===== config.mk =====
export PLATFORM = sky130hd
export DESIGN_NAME = wb_arbiter
export DESIGN_NICKNAME = d
export VERILOG_FILES = /design/src/rtl/wb_arbiter.sv
export SDC_FILE = /design/constraint.sdc
export NUM_CORES = 1
export LEC_CHECK = 0
export ABC_AREA = 1
export CAP_MARGIN = 0
export CORE_AREA = 2 2 120 122
export CTS_BUF_LIST = sky130_fd_sc_hd__clkbuf_8
export CTS_CLUSTER_DIAMETER = 80
export DETAILED_ROUTE_END_ITERATION = 8
export DIE_AREA = 0 0 122 124
export PLACE_DENSITY = 0.77
export SYNTH_ARGS = -nofsm -noshare
export SYNTH_HDL_FRONTEND = slang
export SYNTH_SLANG_ARGS = --single-unit

===== constraint.sdc =====
create_clock -name clk -period 5.1 [get_ports clk]
set_input_delay 0.51 -clock clk [delete_from_list [all_inputs] [get_ports clk]]
set_output_delay 0.51 -clock clk [all_outputs]
set_load 0.05 [all_outputs]

===== src/rtl/wb_arbiter.sv =====
// Writeback arbiter: three one-entry result buffers (ALU/MUL/LSU) share one registered regfile write port.
// Define WB_RR_EN for round-robin arbitration; default is fixed priority LSU > MUL > ALU.
module wb_arbiter #(
  parameter int unsigned XLEN = 32,
  parameter int unsigned RA   = 5
) (
  input  logic            clk,
  input  logic            rst,
  input  logic            alu_valid,
  input  logic [RA-1:0]   alu_rd,
  input  logic [XLEN-1:0] alu_data,
  output logic            alu_ready,
  input  logic            mul_valid,
  input  logic [RA-1:0]   mul_rd,
  input  logic [XLEN-1:0] mul_data,
  output logic            mul_ready,
  input  logic            lsu_valid,
  input  logic [RA-1:0]   lsu_rd,
  input  logic [XLEN-1:0] lsu_data,
  output logic            lsu_ready,
  input  logic            wb_hold,
  output logic            wb_en,
  output logic [RA-1:0]   wb_rd,
  output logic [XLEN-1:0] wb_data,
  output logic [1:0]      wb_src,
  output logic            sb_clr,
  output logic [RA-1:0]   sb_clr_rd
);

  localparam int unsigned NU = 3;

  // Unit index: 0 ALU, 1 MUL, 2 LSU
  logic [NU-1:0]   in_valid;
  logic [RA-1:0]   in_rd    [NU];
  logic [XLEN-1:0] in_data  [NU];
  logic [NU-1:0]   full;
  logic [RA-1:0]   buf_rd   [NU];
  logic [XLEN-1:0] buf_data [NU];
  logic [NU-1:0]   grant;
  logic [NU-1:0]   ready;
  logic [RA-1:0]   sel_rd;
  logic [XLEN-1:0] sel_data;
  logic [1:0]      sel_src;

  assign in_valid   = {lsu_valid, mul_valid, alu_valid};
  assign in_rd[0]   = alu_rd;
  assign in_rd[1]   = mul_rd;
  assign in_rd[2]   = lsu_rd;
  assign in_data[0] = alu_data;
  assign in_data[1] = mul_data;
  assign in_data[2] = lsu_data;

  // One-hot of the first full buffer in the order a, b, c
  function automatic logic [NU-1:0] pick(input logic [NU-1:0] f,
                                         input logic [1:0] a, input logic [1:0] b,
                                         input logic [1:0] c);
    logic [NU-1:0] g;
    g = '0;
    if (f[a])      g[a] = 1'b1;
    else if (f[b]) g[b] = 1'b1;
    else if (f[c]) g[c] = 1'b1;
    return g;
  endfunction

`ifdef WB_RR_EN
  logic [1:0] ptr;

  always_comb begin
    grant = '0;
    if (!wb_hold) begin
      case (ptr)
        2'd0:    grant = pick(full, 2'd1, 2'd2, 2'd0);
        2'd1:    grant = pick(full, 2'd2, 2'd0, 2'd1);
        default: grant = pick(full, 2'd0, 2'd1, 2'd2);
      endcase
    end
  end

  // Pointer remembers the last granted unit; reset value LSU gives ALU first turn
  always_ff @(posedge clk or posedge rst) begin
    if (rst) begin
      ptr <= 2'd2;
    end else if (|grant) begin
      ptr <= grant[0] ? 2'd0 : (grant[1] ? 2'd1 : 2'd2);
    end
  end
`else
  always_comb begin
    grant = '0;
    if (!wb_hold) grant = pick(full, 2'd2, 2'd1, 2'd0);
  end
`endif

  // Grant depends only on state and hold, so ready has no path from valid
  assign ready     = ~full | grant;
  assign alu_ready = ready[0];
  assign mul_ready = ready[1];
  assign lsu_ready = ready[2];

  always_comb begin
    sel_rd   = '0;
    sel_data = '0;
    sel_src  = 2'b00;
    for (int i = 0; i < NU; i++) begin
      if (grant[i]) begin
        sel_rd   = buf_rd[i];
        sel_data = buf_data[i];
        sel_src  = 2'(i + 1);
      end
    end
  end

  // Buffers: a same-edge refill takes precedence over the drain
  always_ff @(posedge clk or posedge rst) begin
    if (rst) begin
      full <= '0;
      for (int i = 0; i < NU; i++) begin
        buf_rd[i]   <= '0;
        buf_data[i] <= '0;
      end
    end else begin
      for (int i = 0; i < NU; i++) begin
        if (in_valid[i] && ready[i]) begin
          full[i]     <= 1'b1;
          buf_rd[i]   <= in_rd[i];
          buf_data[i] <= in_data[i];
        end else if (grant[i]) begin
          full[i] <= 1'b0;
        end
      end
    end
  end

  // Write port and scoreboard clear; x0 writes are suppressed but still clear
  always_ff @(posedge clk or posedge rst) begin
    if (rst) begin
      wb_en     <= 1'b0;
      wb_rd     <= '0;
      wb_data   <= '0;
      wb_src    <= 2'b00;
      sb_clr    <= 1'b0;
      sb_clr_rd <= '0;
    end else if (|grant) begin
      wb_en     <= (sel_rd != '0);
      wb_rd     <= sel_rd;
      wb_data   <= sel_data;
      wb_src    <= sel_src;
      sb_clr    <= 1'b1;
      sb_clr_rd <= sel_rd;
    end else begin
      wb_en  <= 1'b0;
      wb_src <= 2'b00;
      sb_clr <= 1'b0;
    end
  end

endmodule

# Word-level counts from Yosys, hierarchy flattened
# Index checks and enable logic that the tools add are counted.
word_totals:
  ff_bits: 155
  latch_bits: 0
  ramBits: 0
  rom_bits: 0
  inputBits: 117
  output_inout_bits: 49
  mem_count: 0
classes:
  n_addsub: 0
  mul: 0
  div_mod_pow: 0
  magnitude_cmp: 0
  n_eq_ne: 0
  n_shift: 0
  muxes: 24
  bitwise_logic: 2
  reduce_logical: 8
ops:
  columns: ["op", "n"]
  rows:
  - ["2-to-1 mux 32 bit", 3]
  - ["2-to-1 mux 5 bit", 3]
  - ["2-to-1 mux 1 bit", 13]
  - ["2-to-1 mux 2 bit", 4]
  - ["nonzero test 2 bit", 3]
  - ["nonzero test 5 bit", 1]
  - ["logical AND 1 bit", 3]
  - ["2-to-1 mux 3 bit", 1]
  - ["inverter 3 bit", 1]
  - ["bitwise OR 3 bit", 1]
  - ["OR reduction 3 bit", 1]

# Logic depth before layout (Yosys ltp)
logic_depth:
  depth_word: 9
  depth_mapped: 9
  mapped_depth_nobuf: 7

# Worst setup path before layout
# No wires, ideal clock.
synth_path:
  path_type: "input -> output"
  start: "input port wb_hold"
  end: "output port alu_ready"
  arrival_ns: 1.494
  slack_ns: 3.096
  cell_stages: 4
  cell_sequence: "nor2_4 > nand2_1 > nand2_1 > clkbuf_1"
synth_via:
  elab_chain_len: 2
synth_lines:
  columns: ["item", "line_no", "rtl"]
  rows:
  - ["from (decl)", "21", "input logic wb_hold,"]
  - ["2-to-1 mux 3 bit", "90", "if (!wb_hold) grant = pick(full, 2'd2, 2'd1, 2'd0);"]
  - ["bitwise OR 3 bit", "95", "assign ready = ~full | grant;"]
  - ["to (decl)", "12", "output logic alu_ready,"]
# No other way between the ends.

# Worst setup path after layout
layout_path:
  start: "register full[1]"
  end: "output port alu_ready"
layout_via:
  elab_chain_len: 4
layout_lines:
  columns: ["item", "line_no", "rtl"]
  rows:
  - ["from (decl)", "36", "logic [NU-1:0] full;"]
  - ["from (signal assigned)", "116", "full <= '0;"]
  - ["from (signal, indexed assignment)", "124", "full[i] <= 1'b1;"]
  - ["from (signal, indexed assignment)", "128", "full[i] <= 1'b0;"]
  - ["2-to-1 mux 1 bit", "60", "else if (f[b]) g[b] = 1'b1;"]
  - ["2-to-1 mux 2 bit", "59", "if (f[a]) g[a] = 1'b1;"]
  - ["2-to-1 mux 3 bit", "90", null]
  - ["bitwise OR 3 bit", "95", null]
# No other way between the ends.

==> impl_metrics.tcl <==
set metrics [dict create \
    synth_top_area_share_pct 59.9 \
    nets 905 \
    die_x_um 122 \
    leakagePower_nw 3.88 \
    routed_via_density 5.34 \
    postSynthCellCount 651 \
    first_global_vias 5463 \
    postCtsSetupBuffers 0 \
    critical_path_peak_fanout 38 \
    dp_cells 949 \
    finalNonFillerCells 981 \
    htreeDepth 4 \
    ys.warnings.count 0 \
    cap_violations 0 \
    clock_sinks 155 \
    antenna_found_initial 0 \
    powerDensity_mw_per_mm2 562 \
    cts.path.max_buffers 2 \
    syn_to_final_growth_pct 31.6 \
    crit_slowest_cell "clkdlybuf4s50_1" \
    critPathMaxStageDelay_ns 0.87 \
    grt_first_pass_wirelength_mm 26.6 \
    postRouteAntennaNets 0 \
    synth_top_area_cell "dfrtp_1" \
    finClkSkew_ns 0.00893 \
    clk_pin_slew_worst_paths_ns 0.07 \
    syn_area_per_cell_um2 9.94 \
    ys_types 18 \
    io_buffers 165 \
    synth.area.top_cells "dfrtp_1 (60%), nand3_1 (9.9%), nand2_1 (7.8%), mux2_2 (6.4%), o2111ai_1 (4.2%)" \
    die_h_um 124 \
    status "finished, final reports clean" \
    detailedPlacementHpwl_mm 11.1 \
    startpoint_type "flip-flop" \
    hp-class "flip-flop to flip-flop" \
    tightest_slew_ns 1.03 \
    routed-via-count 5243 \
    clock_latency_ns 0.44 \
    cts_buffers 17 \
    timing.critical_path.mode_cell "nand2_1" \
    tritoncts "done" \
    gp_congestion 0.826 \
    routedWlPerCell_um 16.7 \
    rows 43 \
    dr.pass1.iters 5 \
    cts_hold_buf 0 \
    finalCritPeriodShare_pct 67.2 \
    crit_type "flip-flop to output port" \
    vdd_drop_max_mv 0.333 \
    ys_seq_area_share_pct 59.9 \
    postCtsResizedCells 0 \
    drt-initial-drc-count 460 \
    gr-total-overflow 0 \
    ys_seq_elements 155 \
    setup_viol 0 \
    timing.final.hold_violations 0 \
    drive_above_1_share_pct 10.1 \
    initial_core_util_pct 47.2 \
    crit_chain "nor2_4 -> nand2_1 -> nand2_1 -> clkdlybuf4s50_1" \
    final_max_slew_viol_count 0 \
    ios 166 \
    cp.required_ns 4.59 \
    fp.coreArea_mm2 0.0137 \
    post-route-drc-count 0 \
    design.die.area_mm2 0.0151 \
    worstSetupEndpointType "output port" \
    n_antenna_cell 0 \
    synth_nets 768 \
    post-route-util_pct 62.1 \
    syn_area_mm2 0.00647 \
    root_buffer "clkbuf_8" \
    clock.fmax_ghz 0.292 \
    rsz0062_at_grt "false" \
    relSlewSlack_pct 30.8 \
    min_period_ns 3.43 \
    routed_wl_mm 16.4 \
    grt_util_all_layers_pct 22.8 \
    grt_max_degree 117 \
    finalSetupTns_ns 0 \
    crit_arrival_ns 2.92 \
]
-- report_power, final --
| part | switching, mW | internal, mW |
|---|---|---|
| logic | 1.31 | 0.677 |
| registers | 0.273 | 1.71 |
| clock network | 0.414 | 0.412 |
| total | 1.99 | 2.79 |
-- Yosys cell counts --
library cell	instances
nand4_1	5
a21oi_1	32
nand2_4	1
nand3_1	128
buf_6	2
o21ai_1	1
o2111ai_1	31
buf_2	17
nor2_1	35
mux2_2	37
nand2_2	2
dfrtp_1	155
inv_1	35
clkbuf_1	22
buf_1	5
buf_4	7
nand2_1	135
nor2_4	1
-- final cells by class --
| cell class | instances | area [um2] |
|---|---|---|
| clock buffers | 20 | 275 |
| clock inverters | 12 | 82.6 |
| fillers | 1106 | 5200 |
| inverters | 35 | 136 |
| multi-input cells | 408 | 2230 |
| flip-flops and latches | 155 | 3880 |
| well taps | 180 | 225 |
| repair buffers | 171 | 1690 |
-- registers in the layout, indices dropped and copies added (netlist names) --
register	cells
wb_en	1
wb_data	32
sb_clr	1
buf_rd	15
buf_data	96
wb_src	2
sb_clr_rd	5
full	3
-- kinds of logic after synthesis --
logic type             after synthesis  share of synthesized area [%]
AO/OA/AOI/OAI                       64                           6.75
buffers and inverters               88                           6.07
flip-flops                         155                           59.9
multiplexers                        37                           6.44
AND/OR/NAND/NOR                    307                           20.8
-- metal layers --
| metal | vias up | wire length, um | global-route usage [%] |
|---|---|---|---|
| li1 | 2464 | - | - |
| met5 | - | 0 | 0 |
| met3 | 29 | 1270 | 6.55 |
| met1 | 2532 | 6880 | 29.0 |
| met2 | 218 | 7980 | 37.6 |
| met4 | 0 | 287 | 8.05 |
-- critical path, delay by kind of cell, from the launching register on --
family / cells / cell delay (ns)
buf+inv: 1 / 0.87
flops: 1 / 0.58
simple gates: 3 / 1.01
-- stage by stage --
step	setup slack (ns)	power (mW)	cell area (um2)	hold slack (ns)
final	1.67	4.79	8520	0.476
after global routing	1.50	5.07	8520	0.492
after floorplan	0.412	3.31	6470	0.443
after detailed placement	1.78	3.98	8160	0.460
after CTS	1.65	4.82	8520	0.478
after global placement	1.86	3.90	8160	0.459
-- worst paths after layout --
| path | depth (start not counted) | startpoint | end | slack, ns |
|---|---|---|---|---|
| setup / recovery | 4 | full[1] | alu_ready | 1.67 |
| hold / removal | 2 | buf_rd[7] | buf_rd[7] | 0.48 |
| setup reg to reg | 8 | full[1] | buf_data[73] | 2.13 |
| hold reg to reg | 2 | buf_rd[7] | buf_rd[7] | 0.48 |
| max in group asynchronous | 3 | rst | buf_data[69] | 3.32 |
| min in group asynchronous | 2 | rst | buf_data[26] | 0.68 |
-- cell usage in the layout (no fill, tap or decap), drive strengths merged --
cell type / netlist / routed
inv: 35 / 39
nor2: 36 / 36
o2111ai: 31 / 31
clkbuf: 22 / 20
mux2: 37 / 37
o21ai: 1 / 1
clkdlybuf4s50: 0 / 164
nand2: 138 / 138
buf: 31 / 7
dfrtp: 155 / 155
nand4: 5 / 5
nand3: 128 / 128
bufinv: 0 / 1
clkinvlp: 0 / 1
a21oi: 32 / 32
clkinv: 0 / 6
Power figures use the tool's default switching activity.
